--- src/rtl/ddr4_dqsw_wrlvl_ctrl_if.sv ---
`timescale 1ns/1ps
`default_nettype none
// ============================================================================
// Module   : ddr4_dqsw_wrlvl_ctrl_if
// Brief    : Control, status and DQSW IOD training signals for one DQS lane.
// Revision : 1.0 - initial release
// ============================================================================
interface ddr4_dqsw_wrlvl_ctrl_if #(
   parameter int TAP_W = 8
);
   logic             START;
   logic             BUSY;
   logic             DONE;
   logic             FAIL;
   logic [TAP_W-1:0] TAP_OUT;
   logic [1:0]       TX_DATA_0;
   logic [1:0]       OE_DATA_0;
   logic             ODT_EN_0;
   logic             DELAY_LINE_LOAD_0;
   logic             DELAY_LINE_MOVE_0;
   logic             DELAY_LINE_DIRECTION_0;
   logic             DELAY_LINE_OUT_OF_RANGE_0;
   logic [1:0]       RX_DATA_0;

   modport master (
      input  START, DELAY_LINE_OUT_OF_RANGE_0, RX_DATA_0,
      output BUSY, DONE, FAIL, TAP_OUT, TX_DATA_0, OE_DATA_0, ODT_EN_0,
             DELAY_LINE_LOAD_0, DELAY_LINE_MOVE_0, DELAY_LINE_DIRECTION_0
   );

   modport slave (
      output START, DELAY_LINE_OUT_OF_RANGE_0, RX_DATA_0,
      input  BUSY, DONE, FAIL, TAP_OUT, TX_DATA_0, OE_DATA_0, ODT_EN_0,
             DELAY_LINE_LOAD_0, DELAY_LINE_MOVE_0, DELAY_LINE_DIRECTION_0
   );
endinterface
`default_nettype wire

--- src/rtl/ddr4_dqsw_wrlvl_ctrl.sv ---
`timescale 1ns/1ps
`default_nettype none
// ============================================================================
// Module   : ddr4_dqsw_wrlvl_ctrl
// Brief    : DDR4 write-leveling engine: sweeps DQS delay up to the 0->1
//            feedback edge. Optional macro DQSW_WRLVL_BACKOFF_EN steps back
//            BACKOFF_TAPS taps after the edge is found.
// Revision : 1.0 - initial release
// ============================================================================
module ddr4_dqsw_wrlvl_ctrl #(
   parameter int TAP_W         = 8,
   parameter int MAX_TAPS      = 255,
   parameter int SETTLE_CYCLES = 8,
   parameter int FB_WAIT       = 16,
   parameter int SAMPLES       = 4
`ifdef DQSW_WRLVL_BACKOFF_EN
   ,
   parameter int BACKOFF_TAPS  = 4
`endif
) (
   input wire                     FAB_CLK,
   input wire                     RESET,
   ddr4_dqsw_wrlvl_ctrl_if.master bus
);
   localparam int c_cnt_max = (SETTLE_CYCLES > FB_WAIT) ? SETTLE_CYCLES : FB_WAIT;
   localparam int c_cnt_w   = $clog2(c_cnt_max + 1);

   localparam logic [c_cnt_w-1:0] c_settle_last = c_cnt_w'(SETTLE_CYCLES - 1);
   localparam logic [c_cnt_w-1:0] c_fb_last     = c_cnt_w'(FB_WAIT - 1);
   localparam logic [TAP_W-1:0]   c_max_tap     = TAP_W'(MAX_TAPS);
   localparam logic [3:0]         c_samples     = 4'(SAMPLES);

   localparam logic [3:0] c_st_idle      = 4'd0;
   localparam logic [3:0] c_st_load      = 4'd1;
   localparam logic [3:0] c_st_settle    = 4'd2;
   localparam logic [3:0] c_st_pulse     = 4'd3;
   localparam logic [3:0] c_st_wait_fb   = 4'd4;
   localparam logic [3:0] c_st_sample    = 4'd5;
   localparam logic [3:0] c_st_step      = 4'd6;
   localparam logic [3:0] c_st_finish    = 4'd7;
   localparam logic [3:0] c_st_fail      = 4'd8;
`ifdef DQSW_WRLVL_BACKOFF_EN
   localparam logic [3:0] c_st_bk_check  = 4'd9;
   localparam logic [3:0] c_st_bk_move   = 4'd10;
   localparam logic [3:0] c_st_bk_settle = 4'd11;
   localparam logic [TAP_W-1:0] c_backoff = TAP_W'(BACKOFF_TAPS);
`endif

   logic [3:0]         r_state;
   logic [c_cnt_w-1:0] r_cnt;
   logic [3:0]         r_pulse_cnt;
   logic [3:0]         r_ones_cnt;
   logic [TAP_W-1:0]   r_tap;
   logic               r_seen_zero;
   logic               r_done;
   logic               r_fail;
   logic [TAP_W-1:0]   r_tap_out;

   logic               w_sample;
   logic [3:0]         w_ones_next;
   logic [3:0]         w_pulse_next;
   logic               w_last_pulse;
   logic               w_vote;
   logic               w_step_stop;

   assign w_sample     = (bus.RX_DATA_0 == 2'b11);
   assign w_ones_next  = r_ones_cnt + {3'b000, w_sample};
   assign w_pulse_next = r_pulse_cnt + 4'd1;
   assign w_last_pulse = (w_pulse_next >= c_samples);
   // Strict majority: a tie (ones*2 == SAMPLES) votes 0.
   assign w_vote       = ({w_ones_next, 1'b0} > 5'(SAMPLES));
   assign w_step_stop  = (r_tap == c_max_tap) || bus.DELAY_LINE_OUT_OF_RANGE_0;

`ifdef DQSW_WRLVL_BACKOFF_EN
   logic             r_dir;
   logic [TAP_W-1:0] r_back_cnt;
   logic [TAP_W-1:0] w_back_amt;

   assign w_back_amt = (r_tap < c_backoff) ? r_tap : c_backoff;
`endif

   always_ff @(posedge FAB_CLK) begin
      if (RESET) begin
         r_state     <= c_st_idle;
         r_cnt       <= '0;
         r_pulse_cnt <= '0;
         r_ones_cnt  <= '0;
         r_tap       <= '0;
         r_seen_zero <= 1'b0;
         r_done      <= 1'b0;
         r_fail      <= 1'b0;
         r_tap_out   <= '0;
`ifdef DQSW_WRLVL_BACKOFF_EN
         r_dir       <= 1'b1;
         r_back_cnt  <= '0;
`endif
      end else begin
         case (r_state)
            c_st_idle: begin
               if (bus.START) begin
                  r_state     <= c_st_load;
                  r_done      <= 1'b0;
                  r_fail      <= 1'b0;
                  r_tap_out   <= '0;
                  r_tap       <= '0;
                  r_seen_zero <= 1'b0;
                  r_cnt       <= '0;
                  r_pulse_cnt <= '0;
                  r_ones_cnt  <= '0;
               end
            end
            c_st_load: begin
               r_cnt   <= '0;
               r_state <= c_st_settle;
            end
            c_st_settle: begin
               if (r_cnt == c_settle_last) begin
                  r_cnt   <= '0;
                  r_state <= c_st_pulse;
               end else begin
                  r_cnt <= r_cnt + c_cnt_w'(1);
               end
            end
            c_st_pulse: begin
               r_cnt   <= '0;
               r_state <= c_st_wait_fb;
            end
            c_st_wait_fb: begin
               if (r_cnt == c_fb_last) begin
                  r_cnt   <= '0;
                  r_state <= c_st_sample;
               end else begin
                  r_cnt <= r_cnt + c_cnt_w'(1);
               end
            end
            c_st_sample: begin
               if (!w_last_pulse) begin
                  r_ones_cnt  <= w_ones_next;
                  r_pulse_cnt <= w_pulse_next;
                  r_state     <= c_st_pulse;
               end else begin
                  r_ones_cnt  <= '0;
                  r_pulse_cnt <= '0;
                  // A 1 before any 0 belongs to the previous clock edge; keep sweeping.
                  if (!w_vote) begin
                     r_seen_zero <= 1'b1;
                     r_state     <= c_st_step;
                  end else if (r_seen_zero) begin
`ifdef DQSW_WRLVL_BACKOFF_EN
                     r_back_cnt <= w_back_amt;
                     r_dir      <= 1'b0;
                     r_state    <= c_st_bk_check;
`else
                     r_state    <= c_st_finish;
`endif
                  end else begin
                     r_state <= c_st_step;
                  end
               end
            end
            c_st_step: begin
               if (w_step_stop) begin
                  r_state <= c_st_fail;
               end else begin
                  r_tap   <= r_tap + TAP_W'(1);
                  r_cnt   <= '0;
                  r_state <= c_st_settle;
               end
            end
            c_st_finish: begin
               r_tap_out <= r_tap;
               r_done    <= 1'b1;
               r_state   <= c_st_idle;
            end
            c_st_fail: begin
               r_tap_out <= '0;
               r_fail    <= 1'b1;
               r_state   <= c_st_idle;
            end
`ifdef DQSW_WRLVL_BACKOFF_EN
            c_st_bk_check: begin
               if (r_back_cnt == '0) begin
                  r_dir   <= 1'b1;
                  r_state <= c_st_finish;
               end else begin
                  r_state <= c_st_bk_move;
               end
            end
            c_st_bk_move: begin
               r_tap      <= r_tap - TAP_W'(1);
               r_back_cnt <= r_back_cnt - TAP_W'(1);
               r_cnt      <= '0;
               r_state    <= c_st_bk_settle;
            end
            c_st_bk_settle: begin
               if (r_cnt == c_settle_last) begin
                  r_cnt   <= '0;
                  r_state <= c_st_bk_check;
               end else begin
                  r_cnt <= r_cnt + c_cnt_w'(1);
               end
            end
`endif
            default: r_state <= c_st_idle;
         endcase
      end
   end

   assign bus.BUSY              = (r_state != c_st_idle);
   assign bus.DONE              = r_done;
   assign bus.FAIL              = r_fail;
   assign bus.TAP_OUT           = r_tap_out;
   assign bus.TX_DATA_0         = (r_state == c_st_pulse) ? 2'b10 : 2'b00;
   assign bus.OE_DATA_0         = ((r_state >= c_st_load) && (r_state <= c_st_step)) ? 2'b11 : 2'b00;
   assign bus.ODT_EN_0          = (r_state == c_st_idle);
   assign bus.DELAY_LINE_LOAD_0 = (r_state == c_st_load);
`ifdef DQSW_WRLVL_BACKOFF_EN
   assign bus.DELAY_LINE_MOVE_0      = ((r_state == c_st_step) && !w_step_stop) ||
                                       (r_state == c_st_bk_move);
   assign bus.DELAY_LINE_DIRECTION_0 = r_dir;
`else
   assign bus.DELAY_LINE_MOVE_0      = (r_state == c_st_step) && !w_step_stop;
   assign bus.DELAY_LINE_DIRECTION_0 = 1'b1;
`endif

endmodule
`default_nettype wire

--- src/flat_wrapper.sv ---
// flat-port wrapper written by rule: the top's interface ports become plain ports
module ddr4_dqsw_wrlvl_ctrl_flat 
#(
   parameter int TAP_W         = 8,
   parameter int MAX_TAPS      = 255,
   parameter int SETTLE_CYCLES = 8,
   parameter int FB_WAIT       = 16,
   parameter int SAMPLES       = 4

)
  (FAB_CLK, RESET, bus_START, bus_DELAY_LINE_OUT_OF_RANGE_0, bus_RX_DATA_0, bus_BUSY, bus_DONE, bus_FAIL, bus_TAP_OUT, bus_TX_DATA_0, bus_OE_DATA_0, bus_ODT_EN_0, bus_DELAY_LINE_LOAD_0, bus_DELAY_LINE_MOVE_0, bus_DELAY_LINE_DIRECTION_0);
  ddr4_dqsw_wrlvl_ctrl_if #(.TAP_W(TAP_W)) bus_i ();
  input wire FAB_CLK;
  input wire RESET;
  input wire logic [$bits(bus_i.START)-1:0] bus_START;
  input wire logic [$bits(bus_i.DELAY_LINE_OUT_OF_RANGE_0)-1:0] bus_DELAY_LINE_OUT_OF_RANGE_0;
  input wire logic [$bits(bus_i.RX_DATA_0)-1:0] bus_RX_DATA_0;
  output wire logic [$bits(bus_i.BUSY)-1:0] bus_BUSY;
  output wire logic [$bits(bus_i.DONE)-1:0] bus_DONE;
  output wire logic [$bits(bus_i.FAIL)-1:0] bus_FAIL;
  output wire logic [$bits(bus_i.TAP_OUT)-1:0] bus_TAP_OUT;
  output wire logic [$bits(bus_i.TX_DATA_0)-1:0] bus_TX_DATA_0;
  output wire logic [$bits(bus_i.OE_DATA_0)-1:0] bus_OE_DATA_0;
  output wire logic [$bits(bus_i.ODT_EN_0)-1:0] bus_ODT_EN_0;
  output wire logic [$bits(bus_i.DELAY_LINE_LOAD_0)-1:0] bus_DELAY_LINE_LOAD_0;
  output wire logic [$bits(bus_i.DELAY_LINE_MOVE_0)-1:0] bus_DELAY_LINE_MOVE_0;
  output wire logic [$bits(bus_i.DELAY_LINE_DIRECTION_0)-1:0] bus_DELAY_LINE_DIRECTION_0;
  assign bus_i.START = bus_START;
  assign bus_i.DELAY_LINE_OUT_OF_RANGE_0 = bus_DELAY_LINE_OUT_OF_RANGE_0;
  assign bus_i.RX_DATA_0 = bus_RX_DATA_0;
  assign bus_BUSY = bus_i.BUSY;
  assign bus_DONE = bus_i.DONE;
  assign bus_FAIL = bus_i.FAIL;
  assign bus_TAP_OUT = bus_i.TAP_OUT;
  assign bus_TX_DATA_0 = bus_i.TX_DATA_0;
  assign bus_OE_DATA_0 = bus_i.OE_DATA_0;
  assign bus_ODT_EN_0 = bus_i.ODT_EN_0;
  assign bus_DELAY_LINE_LOAD_0 = bus_i.DELAY_LINE_LOAD_0;
  assign bus_DELAY_LINE_MOVE_0 = bus_i.DELAY_LINE_MOVE_0;
  assign bus_DELAY_LINE_DIRECTION_0 = bus_i.DELAY_LINE_DIRECTION_0;
  ddr4_dqsw_wrlvl_ctrl #(.TAP_W(TAP_W), .MAX_TAPS(MAX_TAPS), .SETTLE_CYCLES(SETTLE_CYCLES), .FB_WAIT(FB_WAIT), .SAMPLES(SAMPLES)) u_core (.FAB_CLK(FAB_CLK), .RESET(RESET), .bus(bus_i));
endmodule
--- config.mk ---
export PLATFORM = sky130hd
export DESIGN_NAME = ddr4_dqsw_wrlvl_ctrl_flat
export DESIGN_NICKNAME = d
export VERILOG_FILES = /design/src/rtl/ddr4_dqsw_wrlvl_ctrl_if.sv /design/src/rtl/ddr4_dqsw_wrlvl_ctrl.sv /design/src/flat_wrapper.sv
export SDC_FILE = /design/constraint.sdc
export NUM_CORES = 1
export LEC_CHECK = 0
export CORE_ASPECT_RATIO = 2
export CORE_MARGIN = 2
export CORE_UTILIZATION = 50
export CTS_BUF_LIST = sky130_fd_sc_hd__clkbuf_4
export CTS_CLUSTER_SIZE = 20
export DETAILED_ROUTE_END_ITERATION = 12
export PLACE_DENSITY_LB_ADDON = 0.15
export SLEW_MARGIN = 20
export SYNTH_ARGS = -nofsm -noshare
export SYNTH_HDL_FRONTEND = slang
export SYNTH_SLANG_ARGS = --single-unit
--- constraint.sdc ---
create_clock -name FAB_CLK -period 2.7 [get_ports FAB_CLK]
set_input_delay 0.54 -clock FAB_CLK [delete_from_list [all_inputs] [get_ports FAB_CLK]]
set_output_delay 0.54 -clock FAB_CLK [all_outputs]
set_load 0.05 [all_outputs]
After elaboration in Yosys (flattened, before gate mapping)
Cells that the tools add are included.
- input bits: 6
- output and inout bits: 19
- register bits: 36
- reduce and logical (&&, ||, !) cells: 21
- add/subtract/negate cells: 4
- muxes and demuxes: 30
- order comparisons: 4
- eq/ne operators: 18
- operator list (operator ; number):
    two-way mux 4 bit ; 9
    one-hot mux 4 bit (7 select lines) ; 1
    one-hot mux 5 bit (5 select lines) ; 1
    one-hot mux 8 bit (3 select lines) ; 1
    two-way mux 5 bit ; 4
    == test 4 x 3 -> 1 bit (second input constant) ; 4
    two-way mux 8 bit ; 2
    one-hot mux 4 bit (2 select lines) ; 2
    one-hot mux 8 bit (2 select lines) ; 1
    AND reduction 3 bit ; 3
    adder 8 x 1 -> 8 bit (second input constant) ; 1
    == test 4 x 2 -> 1 bit (second input constant) ; 2
    == test 8 bit (second input constant) ; 1
    AND reduction 2 bit ; 4
    nonzero test 2 bit ; 4
    != test 2 x 1 -> 1 bit (second input constant) ; 3
    != test 2 bit (second input constant) ; 3
    one-hot mux 1 bit (2 select lines) ; 3
    adder 5 x 1 -> 5 bit (second input constant) ; 1
    == test 5 x 3 -> 1 bit (second input constant) ; 1
    == test 5 x 4 -> 1 bit (second input constant) ; 1
    > comparator 5 x 3 -> 1 bit (second input constant) ; 1
    nonzero test 5 bit ; 1
    adder 4 x 1 -> 4 bit ; 1
    17 further kinds ; 22

Logic depth before layout (Yosys ltp)
- depth in word-level cells: 6
- mapped depth: 8
- mapped depth without buffers: 8

Least setup slack after synthesis
No wires, ideal clock.
- path kind: register to output
- start: reg u_core.r_state[3]
- end: out bus_DELAY_LINE_LOAD_0
- stages on the path, launching flop included: 3
- data arrival time: 2.231 ns
- path slack: -0.071 ns
- buffers on the path: 1
- data required time: 2.160 ns
- path through: dfxtp_1 > clkbuf_1 > nor4b_1
- longest elaborated chain between the ends: 1
- ends and longest elaborated chain (item ; RTL line ; source):
    start: declaration ; ddr4_dqsw_wrlvl_ctrl.sv:49 ; logic [3:0] r_state;
    start signal: assignment ; ddr4_dqsw_wrlvl_ctrl.sv:84 ; r_state <= c_st_idle;
    start signal: assignment ; ddr4_dqsw_wrlvl_ctrl.sv:101 ; r_state <= c_st_load;
    start signal: assignment ; ddr4_dqsw_wrlvl_ctrl.sv:114 ; r_state <= c_st_settle;
    == test 4 x 1 -> 1 bit ; ddr4_dqsw_wrlvl_ctrl.sv:216 ; assign bus.DELAY_LINE_LOAD_0 = (r_state == c_st_load);
    end: declaration ; flat_wrapper.sv:25 ; output wire logic [$bits(bus_i.DELAY_LINE_LOAD_0)-1:0] bus_DELAY_LINE_LOAD_0;
Every way passes these cells.

Final worst setup path
- start: reg u_core.r_state[1]
- end: out bus_BUSY
- longest elaborated chain between the ends: 1
- ends and longest elaborated chain (item ; RTL line ; source):
    nonzero test 4 bit ; ddr4_dqsw_wrlvl_ctrl.sv:209 ; assign bus.BUSY = (r_state != c_st_idle);
    end: declaration ; flat_wrapper.sv:18 ; output wire logic [$bits(bus_i.BUSY)-1:0] bus_BUSY;
Every way passes these cells.

==> metrics.yaml <==
clock_latency_ns: 0.35
antenna_found_initial: 0
vias_per_cell: 5.57
yosysSeqAreaShare_pct: 38.2
dieHeight_um: 90.8
synthCells: 219
grt_max_degree: 21
syn2layout_area_growth_pct: 18.9
synthTopCellsByCount: "dfxtp_1, nor2_1, nand2_1"
power_mw: 1.31
fin_nets: 256
fin_cells: 293
worst_pin_slew_ns: 0.664
htree_levels: 2
wl_per_cell_um: 13.8
place_congestion: 0.835
drive_above_1_share_pct: 11.9
ir_drop_v: 0.000412
status: "completed"
yosysTopAreaCellShare_pct: 38.2
synth.area.top_cells: "dfxtp_1, nor2_1, a22oi_1, ha_1, nand2_1"
start_kind: "flip-flop"
synth_edf_count: 0
drt_first_pass_iters: 4
ys_warn_count: 0
slowest_delay_ns: 0.71
finalSetupTns_ns: 0
ant_nets: 0
rr_endpoint: "u_core.r_ones_cnt[2]$_SDFFE_PP0P_"
hold_path_class: "flip-flop to flip-flop"
cp_max_fo: 13
timing.rr.start: "u_core.r_state[3]$_SDFFE_PP0P_"
ys_ff_latch: 36
fin_ws_ns: 0.150
fp.coreArea_um2: 3610
gr-usage-all-layers_pct: 21.6
gr-usage-met2_pct: 35.4
synth.most_common_cell: "dfxtp_1"
ff2ff_path_depth: 6
required_ns: 2.16
drcViolationCount: 0
grt_pass1_vias: 1618
dp_hpwl_mm: 3.01
die_area_um2: 4310
dp_cells: 285
ys_async_sr_fraction_pct: 0
port-buffer-count: 22
worst_clock_skew_ns: 0.0142
crit_chain: "nor4_4, inv_1, clkdlybuf4s50_1"
clock_sinks: 36
antennaDiodeCount: 0
netlist_area_um2: 1880
end_kind: "primary output"
max-clock-path-buffers: 2
post-route-min-period_ns: 2.55
std_cell_rows: 31
die_x_um: 47.4
postCtsSetupBuffers: 0
use_met1_pct: 24.6
cts_buffers: 5
slew_violations: 0
grtUsageMet3_pct: 3.80
initial_core_util_pct: 52.2
clk_pin_slew_ns: 0.12
drt_iter0_markers: 30
hold_end: "u_core.r_seen_zero$_SDFFE_PP0P_"
grt_first_pass_wirelength_mm: 6.96
busiest_layer: "met2"
synth_largest_area_cell: "dfxtp_1"
crit_type: "flip-flop to primary output"
overflow: 0
cts_root_buffer: "clkbuf_4"
maxCapViolCount: 0
max_freq_ghz: 0.392
reg2reg_slack_ns: 0.69
p_leak_nw: 0.838
hold_viol: 0
setup_viol: 0
maxSlewHeadroom_pct: 55.6
timing.hold.ws_ns: 0.508
min-delay-start: "u_core.r_seen_zero$_SDFFE_PP0P_"
synthFlopType: "dfxtp_1"
io_pins: 25
crit_slowest_cell: "clkdlybuf4s50_1"
ctsHoldBuffers: 0
synth.net_count: 232
routed_wl_mm: 4.04
rsz0062_at_grt: "no"
dp_slack_ns: 0.182
power.density_nw_per_um2: 584
ys_types: 52
cts_tree: "built"
avgSynthCellArea_um2: 8.60
hold_depth: 1
via_count: 1632
arrival_ns: 2.01
min_period_over_period_pct: 94.4
[cell type report]
class | instances | area, um^2
timing repair buffer | 28 | 275
clock inverter | 3 | 42.5
fill | 335 | 1370
clock buffer | 5 | 37.5
multi-input combinational | 163 | 1070
inverter | 9 | 33.8
sequential | 36 | 721
tap | 49 | 61.3
[state kept, by name, summed over array words and instances, names as in the netlist]
register / flops
u_core.r_cnt: 5
u_core.r_ones_cnt: 4
u_core.r_seen_zero: 1
u_core.bus.FAIL: 1
u_core.bus.DONE: 1
u_core.bus.TAP_OUT: 8
u_core.r_state: 4
u_core.r_tap: 8
u_core.r_pulse_cnt: 4
[how the worst max path moves through the flow]
stage                                         startpoint                         endpoint  slack (ns)  cells after the start
after floorplan           u_core.r_state[0]$_SDFFE_PP0P_                 bus_TX_DATA_0[1]        0.39                      3
after CTS                 u_core.r_state[1]$_SDFFE_PP0P_                     bus_ODT_EN_0        0.04                      2
after detailed placement                bus_RX_DATA_0[0]  u_core.r_seen_zero$_SDFFE_PP0P_        0.18                      8
final                     u_core.r_state[1]$_SDFFE_PP0P_                         bus_BUSY        0.15                      3
after global placement                  bus_RX_DATA_0[0]  u_core.r_seen_zero$_SDFFE_PP0P_        0.20                      8
after global routing      u_core.r_state[1]$_SDFFE_PP0P_                         bus_BUSY        0.01                      3
[cells by family (layout without fill, tap and decap cells)]
logic type,count (synthesis),count (layout),synth area share (%)
buffers and inverters,20,45,5.64
flip-flops,36,36,38.2
XOR/XNOR,6,6,2.79
multiplexers,2,2,1.13
adder cells (fa/ha/maj),7,7,4.65
AND/OR/NAND/NOR,92,92,27.0
other,2,2,0.399
AO/OA/AOI/OAI,54,54,20.2
[power breakdown]
group	switching (mW)	leakage, nW	internal [mW]
Clock	0.188	0.0412	0.193
Combinational	0.240	0.507	0.118
Sequential	0.0273	0.290	0.542
Total	0.455	0.838	0.853
[placed cells by master (no fill, tap or decap), drive strengths merged, types with 2 or more instances in the layout]
| cell | n |
|---|---|
| nor3 | 10 |
| conb | 2 |
| dlygate4sd2 | 2 |
| nand3 | 11 |
| a211oi | 5 |
| nand4 | 2 |
| and3b | 2 |
| o211ai | 2 |
| ha | 7 |
| and4bb | 2 |
| nor4 | 2 |
| nand2b | 3 |
| and2 | 2 |
| a22o | 2 |
| nand2 | 15 |
| a21oi | 12 |
| o31a | 2 |
| a22oi | 12 |
| clkbuf | 5 |
| inv | 9 |
| nor2b | 2 |
| buf | 8 |
| nand3b | 2 |
| nor2 | 32 |
| clkdlybuf4s50 | 16 |
| dlymetal6s2s | 2 |
| xnor2 | 6 |
| or3 | 2 |
| o21ai | 9 |
| dfxtp | 36 |
| a31oi | 2 |
[repair_timing]
action | CTS | global route
gates resized for setup | 2 | 2
cloned | 0 | 0
setup endpoints to repair | 2 | 2
[routing by layer]
layer	share of wire (%)	vias up	wire [um]
li1	-	832	-
met4	2.7	0	110
met3	2.6	10	106
met2	53	27	2150
met5	0	-	0
met1	41	763	1670
[worst max-delay path: cells and delay by family, from the launching register on]
kind                   cells  cell delay (ns)
and+or+nand+nor            1             0.41
buffers and inverters      2             0.78
DFF                        1             0.47
[per-stage QoR]
| stage | utilization, % | cell area (um^2) |
|---|---|---|
| after global routing | 62.1 | 2240 |
| final | 62.1 | 2240 |
| after global placement | 59.8 | 2160 |
| after floorplan | - | 1900 |
| after CTS | 61.9 | 2230 |
| after detailed placement | 59.8 | 2160 |
(Power assumes the default switching activity.)
